**config.mk**
```make
export PLATFORM = sky130hd
export DESIGN_NAME = ibex_data_resp
export DESIGN_NICKNAME = d
export VERILOG_FILES = /design/src/rtl/ibex_data_resp.sv
export SDC_FILE = /design/constraint.sdc
export NUM_CORES = 1
export LEC_CHECK = 0
export CAP_MARGIN = 10
export CORE_ASPECT_RATIO = 1.75
export CORE_MARGIN = 2
export CORE_UTILIZATION = 40
export DETAILED_ROUTE_END_ITERATION = 7
export GPL_TIMING_DRIVEN = 0
export PLACE_DENSITY = 0.61
export SLEW_MARGIN = 20
export SYNTH_ARGS = -nofsm -noshare
export SYNTH_HDL_FRONTEND = slang
export SYNTH_SLANG_ARGS = --single-unit
export TNS_END_PERCENT = 5
```
**constraint.sdc**
```tcl
create_clock -name clk_i -period 3.5 [get_ports clk_i]
set_clock_uncertainty 0.15 [all_clocks]
set_input_delay 0.525 -clock clk_i [delete_from_list [all_inputs] [get_ports clk_i]]
set_output_delay 0.525 -clock clk_i [all_outputs]
set_load 0.02 [all_outputs]
```
**src/rtl/ibex_data_resp.sv**
```systemverilog
// Ibex data-port slave: 15 byte-writable words plus a read-only cycle counter,
// answering each granted request after a fixed, parameterised latency.
module ibex_data_resp #(
   parameter logic [31:0] BaseAddr = 32'h0001_0000,
   parameter int unsigned Latency  = 1
) (
   input  logic        clk_i,
   input  logic        rst_ni,
   input  logic        data_req_i,
   output logic        data_gnt_o,
   output logic        data_rvalid_o,
   input  logic        data_we_i,
   input  logic [3:0]  data_be_i,
   input  logic [31:0] data_addr_i,
   input  logic [31:0] data_wdata_i,
   output logic [31:0] data_rdata_o,
   output logic        data_err_o
);

   localparam int unsigned NumWords = 15;
   localparam int unsigned IdxW     = 4;
   localparam int unsigned WaitW    = 3;
   localparam int unsigned DataW    = 32;
   localparam int unsigned NumBytes = 4;

   if (Latency < 1 || Latency > 7) begin : g_bad_latency
      $error("ibex_data_resp: Latency must be within 1..7");
   end

   typedef enum logic [1:0] {
      IDLE,
      WAIT,
      RESP
   } state_e;

   state_e             state;
   logic [WaitW-1:0]   wait_cnt;
   logic [DataW-1:0]   mem [NumWords];
   logic [DataW-1:0]   cycle_cnt;
   logic [DataW-1:0]   resp_rdata;
   logic               resp_err;

   logic [IdxW-1:0]    idx;
   logic               in_range;
   logic               handshake;
   logic               mem_we;
   logic [DataW-1:0]   rd_val;
   logic               rd_err;
   logic               unused_addr_bits;

   assign idx              = data_addr_i[5:2];
   assign in_range         = (data_addr_i[31:6] == BaseAddr[31:6]);
   assign handshake        = data_req_i && data_gnt_o;
   assign mem_we           = handshake && data_we_i && in_range && (idx != IdxW'(NumWords));
   assign unused_addr_bits = ^data_addr_i[1:0];

   // Response payload as seen at the handshake edge
   always_comb begin
      rd_val = '0;
      rd_err = 1'b0;
      if (!in_range) begin
         rd_err = 1'b1;
      end else if (data_we_i) begin
         rd_err = (idx == IdxW'(NumWords));
      end else if (idx == IdxW'(NumWords)) begin
         rd_val = cycle_cnt;
      end else begin
         rd_val = mem[idx];
      end
   end

   // Free-running cycle counter
   always_ff @(posedge clk_i or negedge rst_ni) begin
      if (!rst_ni) begin
         cycle_cnt <= '0;
      end else begin
         cycle_cnt <= cycle_cnt + DataW'(1);
      end
   end

   // Word storage with per-byte write enables
   always_ff @(posedge clk_i or negedge rst_ni) begin
      if (!rst_ni) begin
         for (int unsigned i = 0; i < NumWords; i++) begin
            mem[i] <= '0;
         end
      end else if (mem_we) begin
         for (int unsigned b = 0; b < NumBytes; b++) begin
            if (data_be_i[b]) begin
               mem[idx][8*b +: 8] <= data_wdata_i[8*b +: 8];
            end
         end
      end
   end

   // Handshake FSM; all bus outputs are registered here
   always_ff @(posedge clk_i or negedge rst_ni) begin
      if (!rst_ni) begin
         state         <= IDLE;
         wait_cnt      <= '0;
         resp_rdata    <= '0;
         resp_err      <= 1'b0;
         data_gnt_o    <= 1'b0;
         data_rvalid_o <= 1'b0;
         data_rdata_o  <= '0;
         data_err_o    <= 1'b0;
      end else begin
         case (state)
            IDLE: begin
               data_gnt_o <= 1'b1;
               if (handshake) begin
                  data_gnt_o <= 1'b0;
                  resp_rdata <= rd_val;
                  resp_err   <= rd_err;
                  if (Latency == 1) begin
                     state         <= RESP;
                     data_rvalid_o <= 1'b1;
                     data_rdata_o  <= rd_val;
                     data_err_o    <= rd_err;
                  end else begin
                     state    <= WAIT;
                     wait_cnt <= WaitW'(Latency - 2);
                  end
               end
            end
            WAIT: begin
               if (wait_cnt == '0) begin
                  state         <= RESP;
                  data_rvalid_o <= 1'b1;
                  data_rdata_o  <= resp_rdata;
                  data_err_o    <= resp_err;
               end else begin
                  wait_cnt <= wait_cnt - WaitW'(1);
               end
            end
            RESP: begin
               state         <= IDLE;
               data_gnt_o    <= 1'b1;
               data_rvalid_o <= 1'b0;
               data_rdata_o  <= '0;
               data_err_o    <= 1'b0;
            end
            default: begin
               state <= IDLE;
            end
         endcase
      end
   end

endmodule

```
Yosys cells after proc, flatten, opt, wreduce, memory -nomap -nowiden --
Cells that the tools add are included. Widths: inputs -> output; s select.
Word-level totals: bits in registers 585, input bits 72
Cells by class: order comparisons 2, $add $sub $neg 2, multiplexer cells 41, bitwise operators 2, equality and inequality tests 7, reductions and logical operators 13
Operator list (number):
- $mux 480 | 7
- $bwmux 480 | 4
- $demux 32 s4 | 4
- $mux 32 | 8
- $bmux 32 s4 | 1
- $pmux 32 s3 | 1
- $add 32x1->32 const B | 1
- $eq 26x11->1 const B | 1
- $mux 24 | 1
- $mux 16 | 1
- $mux 8 | 1
- $mux 1 | 7
- $pmux 1 s3 | 2
- $reduce_and 2->1 | 3
- $ge 5x5->1 const B | 1
- $logic_and 1x1->1 | 5
- $lt 5x1->1 const B | 1
- $not 4->5 | 1
- $eq 4x4->1 const B | 1
- $mux 2 | 2
- $ne 2x2->1 const B | 2
- $ne 4x4->1 const B | 1
- $pmux 2 s2 | 1
- $logic_not 3->1 | 1
- 9 further kinds | 9

Depth between registers and ports, before layout --
Gate-level depths: netlist (run 1).
word-level depth 16, depth in mapped cells 8, mapped depth without buffers 5

Least setup slack after synthesis (run 1) --
Ideal clock, no wire load.
path kind input port to flip-flop, start point input port data_addr_i[15], end point register mem[223] (netlist name), arrival time 2.259 ns, stages on the path 6, required time 3.225 ns, path slack 0.966 ns, cells stage by stage nor4b_1 -> nand4_1 -> buf_4 -> buf_4 -> nor4_4 -> mux2_2
Between the ends: longest elaborated chain between the ends 3
Ends and longest elaborated chain:
- from (decl) | line 14 | input logic [31:0] data_addr_i,
- $eq 26x11->1 | line 52 | assign in_range = (data_addr_i[31:6] == BaseAddr[31:6]);
- $logic_and 1x1->1 (2 in series) | line 54 | assign mem_we = handshake && data_we_i && in_range && (idx != IdxW'(NumWords));
- to (signal, indexed assignment) | line 90 | mem[idx][8*b +: 8] <= data_wdata_i[8*b +: 8];
- to (decl) | line 38 | logic [DataW-1:0] mem [NumWords];
No other way between the ends. A chain may end at the register's enable or synchronous reset.

Worst setup path after layout (run 1) --
start point input port data_addr_i[3], end point register data_rdata_o[4]
Between the ends: longest elaborated chain between the ends 9
Ends and longest elaborated chain:
- $not 4->5 (not written as such) | line 68 | rd_val = mem[idx];
- $bmux 32 s4 | line 68
- $mux 32 (not written as such) (2 in series) | line 68
- $mux 32 (*) | line 65 | end else if (idx == IdxW'(NumWords)) begin
- $mux 32 (*) | line 63 | end else if (data_we_i) begin
- $mux 32 (*) | line 61 | if (!in_range) begin
- $mux 32 (*) | line 111 | if (handshake) begin
- $pmux 32 s3 (*) | line 108 | case (state)
- to (signal assigned) | line 118 | data_rdata_o <= rd_val;
- to (signal assigned) | line 130 | data_rdata_o <= resp_rdata;
- to (decl) | line 16 | output logic [31:0] data_rdata_o,
Mark *: on every way between the ends. The rest lies on a longest branch, timed or not. The select of a mux whose other input is x is not followed.

==> flow_metrics.py, run 1 <==
metrics = {
    "status": {
        "status": "finished, violations left",
        "violations": "negative setup slack",
    },
    "sta": {
        "rsz0062_at_grt": "yes",
        "slew_violations": 0,
        "hold_viol": 0,
        "max_slew_margin": 0.171,
        "fin_ws_ns": -0.0772,
        "max_freq_mhz": 280,
        "min_period_ns": 3.58,
        "fin_crit_sh": 1.02,
        "setup_violations": 5,
        "tightest_slew_ns": 1.24,
    },
    "layout": {
        "stdcell_count": 2844,
        "drive_gt1_frac": 0.374,
        "areaGrowthSynthToFinish_pct": 14.6,
        "fin_util": 0.463,
        "fin_nets": 2070,
        "regArea_mm2": 0.0137,
        "multi_input_area_mm2": 0.0118,
        "final_area_mm2": 0.0298,
        "fillers": 5710,
    },
    "global_route": {
        "antenna_found_initial": 1,
        "grt-ovfl-total": 0,
        "grt_max_degree": 105,
        "grt_pass1_wl_um": 125000,
        "track_usage": 0.257,
        "grt_pass1_vias": 18200,
    },
    "power": {
        "irDropWorstVdd_uv": 371,
        "p_total_uw": 12400,
        "share_comb_of_total_power": 0.065,
        "sw_frac_of_total": 0.243,
        "leakage_uw": 0.0140,
        "p_switching_uw": 3020,
        "power.density_mw_per_mm2": 417,
        "pwr-share-clk": 0.425,
        "intPower_uw": 9410,
        "seqPwrFrac": 0.509,
    },
    "die": {
        "die_y_um": 341,
        "die_w_um": 197,
        "io_pins": 107,
        "initial_core_util": 0.404,
        "fp-row-count": 123,
        "coreArea_mm2": 0.0643,
        "dieArea_mm2": 0.0671,
    },
    "synthesis": {
        "ys_types": 56,
        "synth_common_cells": "dfrtp_1 (547), mux2_2 (508), nand2_1 (96)",
        "synthesis.nets": 1909,
        "netlist_instances": 1836,
        "synth_top_area_frac": 0.526,
        "yosysSeqAreaShare": 0.526,
        "yosysTopAreaCell": "dfrtp_1",
        "synth_area_leaders": "dfrtp_1 (53%), mux2_2 (22%), mux4_2 (5.0%)",
        "synth_area_per_cell_um2": 14.2,
        "ys_ff_latch": 547,
        "synth_edf_count": 0,
        "syn-cell-area_mm2": 0.0260,
        "yosys.cell_count.top_type": "dfrtp_1",
        "yosysWarningCount": 0,
        "async_flop_share": 1.00,
        "ys.flop_type": "dfrtp_1",
    },
    "critical_path": {
        "reg2reg_slack_ns": 0.19,
        "reg2regPathDepth": 5,
        "cp-endpoint": "data_rdata_o[4]",
        "reg2reg_to": "data_rdata_o[13]",
        "worstSetupPathType": "in -> reg",
        "end_kind": "flip-flop",
        "critPathLaunchType": "input pin",
        "startpoint": "data_addr_i[3]",
        "arrival_ns": 3.90,
        "critPathRequiredTime_ns": 3.82,
        "cp_max_fo": 10,
        "rr_startpoint": "data_gnt_o",
    },
    "clock_tree": {
        "post_cts_buffers": 0,
        "cts.path.max_buffers": 3,
        "worstSkewPairLatency_ns": 0.60,
        "cts_sinks": 547,
        "cts_tree": "yes",
        "clk_pin_slew_worst_paths_ns": 0.07,
        "htree_levels": 2,
        "cts_inserted_buffers": 49,
        "cts_root_buf": "clkbuf_16",
    },
    "detailed_routing": {
        "wl_um": 85700,
        "drt_drc_violations_left": 0,
        "drt_first_pass_iters": 7,
        "vias_per_cell": 6.05,
        "drtAntennaViolNets": 0,
        "vias": 17200,
        "wire_per_inst_um": 30.1,
        "drt_iter0_drc": 1345,
    },
    "hold_path": {
        "hold_path.class": "reg -> reg",
    },
    "flow_run": {
        "drv_cap": 0,
    },
    "placement": {
        "dp_hpwl_um": 60500,
        "port_buffers": 103,
        "dp.cells": 2758,
        "place_area_mm2": 0.0282,
        "gp_congestion": 1.00,
    },
}
## per-layer routing
layer / vias to the layer above / wire length, um / global-route usage
li1: 7215 / - / -
met1: 9133 / 31200 / 0.291
met2: 598 / 43500 / 0.449
met3: 249 / 4260 / 0.0398
met4: 0 / 6780 / 0.171
met5: - / 0 / 0
## power by group through the flow
stage | clock, uW | combinational [uW] | sequential (uW)
after global placement | 0 | 770 | 6460
final | 5290 | 812 | 6330
after CTS | 5360 | 812 | 6330
after global routing | 5610 | 853 | 6330
after floorplan | 0 | 275 | 6460
after detailed placement | 0 | 807 | 6450
## sequential cells by signal, summed over array words and instances, names as in the netlist
signal	flops
mem	480
cycle_cnt	32
data_rdata_o	32
data_err_o	1
data_gnt_o	1
data_rvalid_o	1
## stage by stage
stage | worst slack [ns] | hold slack [ns] | setup TNS [ns]
floorplan | 0.966 | 0.0794 | 0
detailed placement | -0.948 | 0.316 | -140.42
CTS | 0.0207 | 0.328 | 0
global route | -0.0943 | 0.340 | -0.228
global placement | -21.45 | 0.310 | -
finish | -0.0772 | 0.331 | -0.221
## cell type report
cell class,count,area share
diodes,1,0.0000840
plain buffers,122,0.0186
clock buffers,78,0.0496
clock inverters,7,0.00143
inverters,8,0.00101
multi-input cells,1158,0.396
flip-flops and latches,547,0.459
well taps,812,0.0341
repair buffers,111,0.0402
## critical path, stage by stage
cell and delay, ns:
clkdlybuf4s50_1 0.67, clkbuf_1 0.41, clkbuf_1 0.35, clkdlybuf4s15_2 0.62, buf_1 0.76, o21ai_0 0.23, a22oi_1 0.19, a22oi_1 0.12
## cells in the final DEF, fill, tap and decap left out, drive strengths merged, types with 3 or more instances in the layout
master         instances
mux2i                 50
nor4                  69
o221ai                 5
mux2                 508
clkbuf               162
a221oi                16
dfrtp                547
nor2b                  8
nand2                 96
nand4                 11
nor4b                  6
a21o                  15
o2bb2ai                5
a22oi                 35
xnor2                 11
o21ai                 32
nand3                 16
a211oi                 5
o2111ai                5
a32oi                 24
a21boi                 4
clkdlybuf4s50        102
a222oi                 5
a21oi                 10
mux4                  58
inv                    9
a2bb2oi                4
clkinv                 6
nor3                  15
xor2                  19
or3b                   7
and4                   3
nor2                  47
o22ai                 16
a211o                  4
buf                   45
or3                   28
## logic make-up (layout without fill, tap and decap cells)
kind of cell    after synthesis  after routing  synth area share
compound gates              194            194            0.0552
xor+xnor                     30             30            0.0101
fa+ha+maj                     1              1          0.000481
other cells                   0              1                 0
buf+inv                     131            326            0.0217
flops                       547            547             0.526
simple gates                317            317            0.0966
mux                         616            616             0.289
## what timing repair did
| action | in CTS | in global routing |
|---|---|---|
| resized for setup | 8 | 2 |
| hold buffers | 1 | 0 |
| setup endpoints to repair | 26 | 23 |
| hold endpoints to repair | 77 | 0 |
## how the worst min path moves through the flow
stage / start / to / slack, ns / cells after the start
final: cycle_cnt[31] / cycle_cnt[31] / 0.33 / 1
after global routing: cycle_cnt[31] / cycle_cnt[31] / 0.34 / 1
after CTS: cycle_cnt[31] / cycle_cnt[31] / 0.33 / 1
after detailed placement: cycle_cnt[31] / cycle_cnt[31] / 0.32 / 1
after global placement: cycle_cnt[31] / cycle_cnt[31] / 0.31 / 1
after floorplan: rst_ni / cycle_cnt[0] / 0.08 / 0
No activity file was read; power rests on OpenSTA's default activity.
==> run 2, diff against run 1 <==
--- a/config.mk
+++ b/config.mk
@@ -6,12 +6,14 @@
 export NUM_CORES = 1
 export LEC_CHECK = 0
 export CAP_MARGIN = 10
+export CELL_PAD_IN_SITES_DETAIL_PLACEMENT = 1
+export CELL_PAD_IN_SITES_GLOBAL_PLACEMENT = 1
 export CORE_ASPECT_RATIO = 1.75
 export CORE_MARGIN = 2
 export CORE_UTILIZATION = 40
 export DETAILED_ROUTE_END_ITERATION = 7
 export GPL_TIMING_DRIVEN = 0
-export PLACE_DENSITY = 0.61
+export PLACE_DENSITY = 0.7
 export SLEW_MARGIN = 20
 export SYNTH_ARGS = -nofsm -noshare
 export SYNTH_HDL_FRONTEND = slang
==> flow_metrics.py, run 2 (synthesis gave the netlist of run 1 again) <==
metrics = {
    "critical_path": {
        "startpoint": "data_addr_i[2]",
        "cp_max_fo": 10,
        "critPathRequiredTime_ns": 3.86,
        "cp-endpoint": "data_rdata_o[23]",
        "critPathLaunchType": "input pin",
        "arrival_ns": 3.91,
        "reg2reg_to": "mem[393]",
        "rr_startpoint": "data_gnt_o",
        "end_kind": "flip-flop",
        "reg2reg_slack_ns": 0.41,
        "reg2regPathDepth": 6,
        "worstSetupPathType": "in -> reg",
    },
    "layout": {
        "top_regs": "mem: 480 flops, cycle_cnt: 32 flops, data_rdata_o: 32 flops",
        "fin_nets": 2074,
        "areaGrowthSynthToFinish_pct": 15.5,
        "regMostFlops": "mem",
        "fin_util": 0.467,
        "layout.cells.most_common": "dfrtp_1",
        "largest_reg_flops": 480,
        "fillers": 6446,
        "mostFrequentLayoutCells": "dfrtp_1 (547), mux2_2 (508), clkdlybuf4s50_1 (102)",
        "drive_gt1_frac": 0.381,
    },
    "die": {
        "initial_core_util": 0.404,
        "die_y_um": 341,
        "die_w_um": 197,
        "fp-row-count": 123,
        "dieArea_mm2": 0.0671,
        "coreArea_mm2": 0.0643,
        "io_pins": 107,
    },
    "sta": {
        "slew_violations": 0,
        "rsz0062_at_grt": "yes",
        "hold_viol": 0,
        "setup_violations": 6,
        "min_period_ns": 3.55,
        "max_freq_mhz": 282,
        "max_slew_margin": 0.147,
        "fin_ws_ns": -0.0462,
        "holdWs_ns": 0.282,
        "tightest_slew_ns": 1.28,
        "fin_crit_sh": 1.01,
    },
    "clock_tree": {
        "cts_inserted_buffers": 51,
        "cts_root_buf": "clkbuf_16",
        "clk_pin_slew_worst_paths_ns": 0.06,
        "worstSkewPairLatency_ns": 0.61,
        "cts.path.max_buffers": 3,
        "cts_sinks": 547,
        "post_cts_buffers": 0,
        "cts_tree": "yes",
        "htree_levels": 2,
    },
    "detailed_routing": {
        "vias": 17200,
        "wire_per_inst_um": 31.8,
        "vias_per_cell": 6.02,
        "drtAntennaViolNets": 0,
        "drt_first_pass_iters": 5,
        "drt_drc_violations_left": 0,
        "wl_um": 90900,
        "drt_iter0_drc": 1003,
    },
    "flow_run": {
        "drv_cap": 0,
    },
    "status": {
        "violations": "negative setup slack",
        "status": "finished, violations left",
    },
    "global_route": {
        "antenna_found_initial": 0,
        "track_usage": 0.275,
        "grt_max_degree": 104,
        "grt_pass1_vias": 19400,
        "grt_pass1_wl_um": 133000,
        "grt-ovfl-total": 0,
    },
    "placement": {
        "dp_hpwl_um": 63900,
        "dpl_worst_slack_ns": -0.949,
        "gp_congestion": 0.949,
        "port_buffers": 103,
    },
    "power": {
        "power.density_mw_per_mm2": 432,
        "p_switching_uw": 3140,
        "sw_frac_of_total": 0.242,
        "seqPwrFrac": 0.487,
        "leakage_uw": 0.0141,
        "irDropWorstVdd_uv": 342,
        "intPower_uw": 9850,
        "share_comb_of_total_power": 0.064,
        "pwr-share-clk": 0.448,
    },
    "hold_path": {
        "hold_path.class": "in -> async",
    },
}
-- run 2: cell types whose count changed in the layout (fill, tap and decap cells not counted), sizes merged --
cell / delta
clkinv: +6
bufinv: +4
clkbuf: -2
clkinvlp: +2
buf: +1
clkdlybuf4s15: +1
inv: -1
-- run 2: routing by layer --
layer / share of wire / wire (um) / vias to the layer above / track usage
met2: 0.52 / 47400 / 501 / 0.494
met1: 0.37 / 33300 / 9237 / 0.307
li1: - / - / 7232 / -
met4: 0.071 / 6450 / 0 / 0.173
met3: 0.041 / 3730 / 217 / 0.0345
met5: 0 / 0 / - / 0
-- run 2: cell type report --
type                    instances  area [um2]  share of cell area
plain buffers                 122         561              0.0187
well taps                     812        1020              0.0338
diodes                          1        2.50           0.0000833
flip-flops and latches        547       13700               0.456
repair buffers                113        1240              0.0413
clock buffers                  76        1530              0.0510
clock inverters                18         195             0.00650
inverters                       8        30.0             0.00100
multi-input cells            1158       11800               0.392
-- run 2: what timing repair did --
item	CTS	global route
pin swaps	0	0
endpoints found under the hold margin	48	0
endpoints found under the setup margin	30	16
resized for setup	9	1
hold buffers	1	0
-- run 2: worst min-delay path by stage --
stage / endpoint / cells past startpoint
after global routing: mem[219] / 2
final: mem[219] / 2
after CTS: mem[90] / 2
after floorplan: cycle_cnt[0] / 0
after detailed placement: mem[219] / 1
after global placement: cycle_cnt[31] / 1
-- run 2: power groups by stage --
stage                     sequential (uW)  clock, uW  combinational (uW)
final                                6330       5830                 835
after global routing                 6330       6140                 873
after CTS                            6330       5890                 836
after detailed placement             6450          0                 829
after global placement               6460          0                 779
after floorplan                      6460          0                 275
-- run 2: through the flow --
stage          cell area, um2  instances  power, uW  setup TNS, ns
2_1_floorplan           26000       1836       6730              0
6_report                30000       2855      13000         -0.163
3_3_place_gp            28000       2751       7240              -
5_1_grt                 30000       2854      13300         -0.443
4_1_cts                 30000       2855      13100              0
3_5_place_dp            28300       2760       7280        -134.83
-- run 2: critical path, stage by stage --
cell and delay [ns]:
clkdlybuf4s50_1 0.57, buf_2 0.25, buf_2 0.51, clkbuf_2 0.57, buf_1 0.78, o21ai_0 0.26
a21o_1 0.24, a32oi_1 0.16
